### src/rtl/full_adder_32_reg_pkg.sv
// Shared types and constants for the registered 32-bit ripple-carry adder.
// Defines the datapath width and the operand word type.
package full_adder_pkg;

  localparam int FA_WIDTH = 32;

  typedef logic [FA_WIDTH-1:0] word_t;

endpackage : full_adder_pkg

### src/rtl/full_adder_32_reg_if.sv
// Operand/result bundle for full_adder_32_reg; the overflow signal exists
// only when FA32_OVERFLOW_EN is defined.
interface full_adder_32_reg_if
  import full_adder_pkg::*;
#(
  parameter int WIDTH = FA_WIDTH
);

  logic [WIDTH-1:0] input1;
  logic [WIDTH-1:0] input2;
  logic             carry_in;
  logic [WIDTH-1:0] sum;
  logic             carry_out;
`ifdef FA32_OVERFLOW_EN
  logic             overflow;
`endif

  // The adder itself is the slave: it consumes operands and returns results.
  modport slave (
    input  input1,
    input  input2,
    input  carry_in,
    output sum,
`ifdef FA32_OVERFLOW_EN
    output overflow,
`endif
    output carry_out
  );

  modport master (
    output input1,
    output input2,
    output carry_in,
    input  sum,
`ifdef FA32_OVERFLOW_EN
    input  overflow,
`endif
    input  carry_out
  );

endinterface : full_adder_32_reg_if

### src/rtl/full_adder_32_reg_1bit.sv
// One-bit full adder cell used to build the explicit ripple carry chain.
module full_adder_1bit (
  input  logic a,
  input  logic b,
  input  logic cin,
  output logic s,
  output logic cout
);

  assign s    = a ^ b ^ cin;
  assign cout = (a & b) | (a & cin) | (b & cin);

endmodule : full_adder_1bit

### src/rtl/full_adder_32_reg.sv
// Registered ripple-carry adder: {carry_out,sum} = input1 + input2 + carry_in, 1-cycle latency.
// Optional registered signed overflow output enabled by defining FA32_OVERFLOW_EN.
module full_adder_32_reg
  import full_adder_pkg::*;
#(
  parameter int WIDTH = FA_WIDTH
) (
  input  logic                clk,
  input  logic                rst_n,
  full_adder_32_reg_if.slave  bus
);

  logic [WIDTH:0]   carry;
  logic [WIDTH-1:0] sum_comb;

  logic [WIDTH-1:0] sum_d;
  logic [WIDTH-1:0] sum_q;
  logic             carry_out_d;
  logic             carry_out_q;

  assign carry[0] = bus.carry_in;

  // Explicit carry chain: bit gi consumes carry[gi] and produces carry[gi+1].
  generate
    for (genvar gi = 0; gi < WIDTH; gi++) begin : g_bit
      full_adder_1bit u_bit (
        .a    (bus.input1[gi]),
        .b    (bus.input2[gi]),
        .cin  (carry[gi]),
        .s    (sum_comb[gi]),
        .cout (carry[gi+1])
      );
    end
  endgenerate

  always_comb begin
    sum_d       = sum_comb;
    carry_out_d = carry[WIDTH];
  end

`ifdef FA32_OVERFLOW_EN
  logic overflow_d;
  logic overflow_q;

  // Signed overflow: carry into the sign bit disagrees with carry out of it.
  always_comb begin
    overflow_d = carry[WIDTH-1] ^ carry[WIDTH];
  end

  always_ff @(posedge clk) begin
    if (!rst_n) begin
      sum_q       <= '0;
      carry_out_q <= 1'b0;
      overflow_q  <= 1'b0;
    end else begin
      sum_q       <= sum_d;
      carry_out_q <= carry_out_d;
      overflow_q  <= overflow_d;
    end
  end

  assign bus.overflow = overflow_q;
`else
  always_ff @(posedge clk) begin
    if (!rst_n) begin
      sum_q       <= '0;
      carry_out_q <= 1'b0;
    end else begin
      sum_q       <= sum_d;
      carry_out_q <= carry_out_d;
    end
  end
`endif

  assign bus.sum       = sum_q;
  assign bus.carry_out = carry_out_q;

endmodule : full_adder_32_reg

### src/flat_wrapper.sv
// flat-port wrapper written by rule: the top's interface ports become plain ports
module full_adder_32_reg_flat import full_adder_pkg::*;
#(
  parameter int WIDTH = FA_WIDTH
)
  (clk, rst_n, bus_input1, bus_input2, bus_carry_in, bus_sum, bus_carry_out);
  full_adder_32_reg_if #(.WIDTH(WIDTH)) bus_i ();
  input  logic clk;
  input  logic rst_n;
  input wire logic [$bits(bus_i.input1)-1:0] bus_input1;
  input wire logic [$bits(bus_i.input2)-1:0] bus_input2;
  input wire logic [$bits(bus_i.carry_in)-1:0] bus_carry_in;
  output wire logic [$bits(bus_i.sum)-1:0] bus_sum;
  output wire logic [$bits(bus_i.carry_out)-1:0] bus_carry_out;
  assign bus_i.input1 = bus_input1;
  assign bus_i.input2 = bus_input2;
  assign bus_i.carry_in = bus_carry_in;
  assign bus_sum = bus_i.sum;
  assign bus_carry_out = bus_i.carry_out;
  full_adder_32_reg #(.WIDTH(WIDTH)) u_core (.clk(clk), .rst_n(rst_n), .bus(bus_i));
endmodule
### config.mk
export PLATFORM = sky130hd
export DESIGN_NAME = full_adder_32_reg_flat
export DESIGN_NICKNAME = d
export VERILOG_FILES = /design/src/rtl/full_adder_32_reg_pkg.sv /design/src/rtl/full_adder_32_reg_if.sv /design/src/rtl/full_adder_32_reg_1bit.sv /design/src/rtl/full_adder_32_reg.sv /design/src/flat_wrapper.sv
export SDC_FILE = /design/constraint.sdc
export NUM_CORES = 1
export LEC_CHECK = 0
export BUFFER_PORTS_ARGS = -buffer_cell sky130_fd_sc_hd__clkbuf_2
export CAP_MARGIN = 10
export CORE_UTILIZATION = 35
export CTS_BUF_LIST = sky130_fd_sc_hd__clkbuf_16
export DETAILED_ROUTE_END_ITERATION = 16
export GPL_TIMING_DRIVEN = 0
export PLACE_DENSITY_LB_ADDON = 0.05
export REMOVE_ABC_BUFFERS = 1
export SYNTH_ARGS = -nofsm -noshare
export SYNTH_HDL_FRONTEND = slang
export SYNTH_HIERARCHICAL = 1
export SYNTH_SLANG_ARGS = --single-unit
### constraint.sdc
create_clock -name clk -period 22.2 [get_ports clk]
set_clock_uncertainty 0.2 [all_clocks]
set_input_delay 4.44 -clock clk [delete_from_list [all_inputs] [get_ports clk]]
set_output_delay 4.44 -clock clk [all_outputs]
set_load 0.005 [all_outputs]
==> metrics.md, run 1 <==
| Metric | Value |
|---|---|
| Area grow syn2layout | `43.4%` |
| Worst setup EP type | `flip-flop` |
| Kind of start point of the critical path | `primary input` |
| Fin crit share | `78.6%` |
| TritonCTS Buffers | `5` |
| Dpl hpwl | `2.46 mm` |
| Worst Hold Class | `in -> reg` |
| Largest net degree at the start of global routing | `34` |
| H-tree depth | `2` |
| Synth area leaders | `dfxtp_1, fa_1, and2_2, clkbuf_2` |
| RD Place Congestion | `0.711` |
| Floorplan core area | `0.00414 mm^2` |
| Slew Limit Fails | `0` |
| Largest stage delay on the critical path | `0.43 ns` |
| Fillers | `375` |
| Final setup fails | `0` |
| Setup TNS | `0 ns` |
| Power per standard cell area | `73.7 mW/mm^2` |
| Routed Antenna Nets | `0` |
| Status | `finished, final reports clean` |
| Area of placed instances | `0.00211 mm^2` |
| Vias in the first global route | `1121` |
| Share of post-route cells with drive strength above 1 | `66.8%` |
| Syn. warnings | `6` |
| Register area | `661 um^2` |
| Clock transition at path regs | `0.05 ns` |
| Worst-Margin Slew | `0.505 ns` |
| Synth Cell Area | `0.00156 mm^2` |
| Mean post-synth cell area | `15.5 um^2` |
| Unrepaired setup endpoints after global routing | `false` |
| Final #Nets | `303` |
| Global-route wire length before repair | `4.60 mm` |
| Worst hold slack | `4.35 ns` |
| Clock Sinks | `33` |
| Fmax | `57.3 MHz` |
| DR WL/cell | `11.7 um` |
| WP data required | `22.16 ns` |
| Cts-stage hold buffer count | `0` |
| Number of port buffers | `99` |
| Area occupied by multi-input gates | `888 um^2` |
| DRT iter0 DRCs | `23` |
| Yosys top cell area share | `42.2%` |
| Grt total ovfl | `0` |
| Design area | `0.00224 mm^2` |
| Post-route setup slack | `4.75 ns` |
| # diodes | `0` |
| CP Class | `in -> reg` |
| CP arrival | `17.42 ns` |
| Die height | `68.8 um` |
| # resized after CTS | `0` |
| CP Max Fanout | `1` |
| Initial Utilization | `37.7%` |
| Worst vdd ir | `0.0266 mV` |
| GRT Util Overall | `14.1%` |
| Drt total wl | `2.99 mm` |
| Yosys reg bits | `33` |
| DRC | `0` |
| Root buffer cell | `clkbuf_16` |
| CP max-delay cell | `fa_1` |
| Post-synthesis sequential area ratio | `42.2%` |
| CTS tree | `done` |
| Inst Count DP | `247` |
| Distinct cells, synth | `4` |
| Area leader, netlist | `dfxtp_1` |
| Most common cell on crit path | `fa_1` |
| DR vias | `1065` |
| Row cnt | `23` |
| Die X-Extent | `68.8 um` |
| First-pass DRT Iterations | `3` |
| Fin crit period | `17.45 ns` |
| Mapped Cells | `101` |
| I/O pin count | `100` |
| Final Hold Fails | `0` |
| Pleak | `0.00112 uW` |
| Maxcap violations | `0` |
| Rel. slew slack | `66.4%` |
| Bufs on Longest Clock Path | `2` |
| Via density | `4.18` |
| Worst Path Buf+Inv | `1` |
| Die Footprint | `0.00474 mm^2` |
| Post-Layout Cell Count | `255` |
| Postcts setup bufs | `0` |
| DP Worst Slack | `4.37 ns` |
| Initial antenna violation count | `0` |
| Worst path top cell family by delay | `adder cells` |
cells by family (layout without fill, tap and decap cells):
logic type	after synthesis	count (layout)	share of synthesized area (%)
and+or+nand+nor	33	33	15.8
adders and majority gates	32	32	41.0
buffers and inverters	3	107	0.960
DFF	33	33	42.2
final cells by class:
class                   instances  share of cell area [%]
repair buffers                 99                    22.1
clock buffers                   5                    5.58
multi-input cells              65                    39.6
well taps                      50                    2.79
clock inverters                 3                   0.502
flip-flops and latches         33                    29.4
report_power, final:
part           internal, uW  switching (uW)
Clock                  40.2            22.0
Sequential             67.2            1.96
Combinational          19.8            14.2
Total                   127            38.1
tightest hold or removal path: cells and delay by family:
kind / cells / cell delay (ns)
adders and majority gates: 1 / 0.14
and+or+nand+nor: 1 / 0.12
buffers and inverters: 1 / 0.09
layer usage:
layer	track usage, %	up-vias	part of all wire [%]
met3	5.76	6	9.7
met4	7.40	0	1.6
met2	25.2	56	52
met5	0	-	0
met1	13.8	495	36
li1	-	508	-
cell usage after synthesis:
library cell / count
clkbuf_2: 3
dfxtp_1: 33
fa_1: 32
and2_2: 33
path summary, 6_finish.rpt:
path | from | endpoint | slack [ns] | cells after the start
max | bus_input1[0] | u_core/bus.sum[31] | 4.75 | 34
min | bus_input2[30] | u_core/bus.sum[30] | 4.35 | 3
metrics by stage:
step / total power, uW / utilization, %
after detailed placement: 105 / 50.8
after global placement: 103 / 50.8
after global routing: 178 / 54.1
final: 165 / 54.1
after CTS: 169 / 54.1
after floorplan: 85.4 / -
layout by cell type, fill, tap and decap left out:
master,netlist,routed
inv_1,0,3
clkbuf_2,3,99
fa_1,32,32
dfxtp_1,33,33
and2_2,33,33
clkbuf_16,0,5
state kept, by name (all words and copies together), names as in the netlist:
name / flops
u_core/bus.sum: 32
u_core/bus.carry_out: 1
Power figures use the tool's default switching activity.
==> inputs of run 2 (changes only) <==
clock period = 15.6 ns   (was 22.2 ns; I/O delays follow)
==> metrics.md, run 2 (same netlist as run 1, synthesis figures left out) <==
| Metric | Value |
|---|---|
| First-pass DRT Iterations | `3` |
| Initial antenna violation count | `0` |
| Largest stage delay on the critical path | `0.43 ns` |
| Die Footprint | `0.00474 mm^2` |
| Slew Limit Fails | `0` |
| Most frequent cells in the layout | `clkbuf_2, and2_2, dfxtp_1` |
| Global-route wire length before repair | `4.59 mm` |
| Dpl hpwl | `2.46 mm` |
| Met2 GRT Util | `25.8%` |
| Power per standard cell area | `103 mW/mm^2` |
| Largest net degree at the start of global routing | `34` |
| CP Max Fanout | `1` |
| DR WL/cell | `12.0 um` |
| Worst Hold Class | `in -> reg` |
| Clk pwr share | `37.3%` |
| RD Place Congestion | `0.711` |
| Vias in the first global route | `1132` |
| DP Worst Slack | `-0.906 ns` |
| Worst path top cell family by delay | `adder cells` |
| I/O pin count | `100` |
| Hold path cells | `3` |
| CP arrival | `15.19 ns` |
| Maxcap violations | `0` |
| Sequential share of power | `41.5%` |
| Bufs on Longest Clock Path | `2` |
| Switching share of power | `23.2%` |
| Row cnt | `23` |
| Kind of start point of the critical path | `primary input` |
| Most common cell on crit path | `fa_2` |
| Initial Utilization | `37.7%` |
| Via density | `4.20` |
| CTS tree | `done` |
| Status | `finished, final reports clean` |
| WHS Endpoint | `u_core/bus.sum[30]` |
| Final setup fails | `0` |
| Max reg flops | `32` |
| Unrepaired setup endpoints after global routing | `false` |
| Met1 usage | `13.3%` |
| Busiest grt layer | `met2` |
| Final #Nets | `303` |
| Floorplan core area | `0.00414 mm^2` |
| H-tree depth | `2` |
| Fmax | `65.7 MHz` |
| Most common cell after layout, fill and taps aside | `clkbuf_2` |
| Drt total wl | `3.07 mm` |
| DRC | `0` |
| CP max-delay cell | `fa_1` |
| Final Hold Fails | `0` |
| Die height | `68.8 um` |
| Fin crit period | `15.23 ns` |
| GRT Util Overall | `14.1%` |
| Area grow syn2layout | `46.6%` |
| HP Start | `bus_input2[30]` |
| NetSw | `55.1 uW` |
| Logic pwr share | `21.2%` |
| Rel. slew slack | `66.7%` |
| Share of post-route cells with drive strength above 1 | `76.6%` |
| WP data required | `15.56 ns` |
| Core Util, Final | `55.3%` |
| DRT iter0 DRCs | `14` |
| Worst Path Buf+Inv | `1` |
| # diodes | `0` |
| TritonCTS Buffers | `5` |
| Worst setup EP type | `flip-flop` |
| Die X-Extent | `68.8 um` |
| Clock Sinks | `33` |
| Clock transition at path regs | `0.05 ns` |
| Cell-internal power | `182 uW` |
| DR vias | `1071` |
| Worst-Margin Slew | `0.499 ns` |
| Pleak | `0.00110 uW` |
| Grt total ovfl | `0` |
| Post-route setup slack | `0.372 ns` |
| M3 GR Usage | `5.76%` |
| Fin crit share | `97.6%` |
| Routed Antenna Nets | `0` |
| CP Class | `in -> reg` |
| Root buffer cell | `clkbuf_16` |
| Number of port buffers | `99` |
| Cts-stage hold buffer count | `0` |
| Worst vdd ir | `0.0383 mV` |
[run 2: cell counts in the layout (fill, tap and decap cells not counted)]
No cell type changed its count.
[run 2: how the worst max path moves through the flow]
stage / startpoint / endpoint / slack [ns] / cells after the start
after detailed placement: bus_input1[0] / u_core/bus.sum[31] / -0.91 / 34
after global placement: bus_input1[0] / u_core/bus.sum[31] / -0.77 / 34
after CTS: bus_input1[0] / u_core/bus.sum[31] / 0.03 / 34
after floorplan: bus_input1[0] / u_core/bus.sum[31] / -0.24 / 33
after global routing: bus_input1[0] / u_core/bus.sum[31] / 0.009 / 34
final: bus_input1[0] / u_core/bus.sum[31] / 0.37 / 34
[run 2: worst min-delay path, stage by stage]
cell	delay, ns
clkbuf_2	0.09
fa_1	0.14
and2_2	0.12
[run 2: power groups by stage]
stage	combinational (uW)	sequential, uW	clock [uW]
global placement	47.6	99.7	0
floorplan	19.9	102	0
global route	59.1	99.5	97.3
detailed placement	49.4	100	0
finish	50.3	98.4	88.4
CTS	51.3	98.4	92.7
[run 2: area by class of cell]
class | count | area (um^2)
clock inverter | 3 | 11.3
fill | 376 | 1850
clock buffer | 5 | 125
sequential | 33 | 661
multi-input combinational | 65 | 938
timing repair buffer | 99 | 495
tap | 50 | 62.6
[run 2: timing repair]
item / in CTS / in global routing
setup endpoints to repair: 3 / 2
resized for setup: 14 / 6
setup buffers: 0 / 0
pin swaps: 1 / 0
[run 2: metrics by stage]
| stage | cells | TNS [ns] | hold slack, ns | cell area (um^2) | total power (uW) |
|---|---|---|---|---|---|
| final | 255 | 0 | 3.03 | 2290 | 237 |
| after global routing | 255 | 0 | 3.04 | 2290 | 256 |
| after CTS | 255 | 0 | 3.03 | 2280 | 242 |
| after detailed placement | 247 | -2.34 | 3.29 | 2110 | 149 |
| after global placement | 247 | -1.82 | 3.29 | 2110 | 147 |
| after floorplan | 98 | -0.419 | 3.06 | 1550 | 121 |
[run 2: routing by layer]
metal  up-vias  part of all wire [%]
met2        56                    54
met4         0                   1.5
met3         6                   9.4
met5         -                     0
met1       501                    35
li1        508                     -
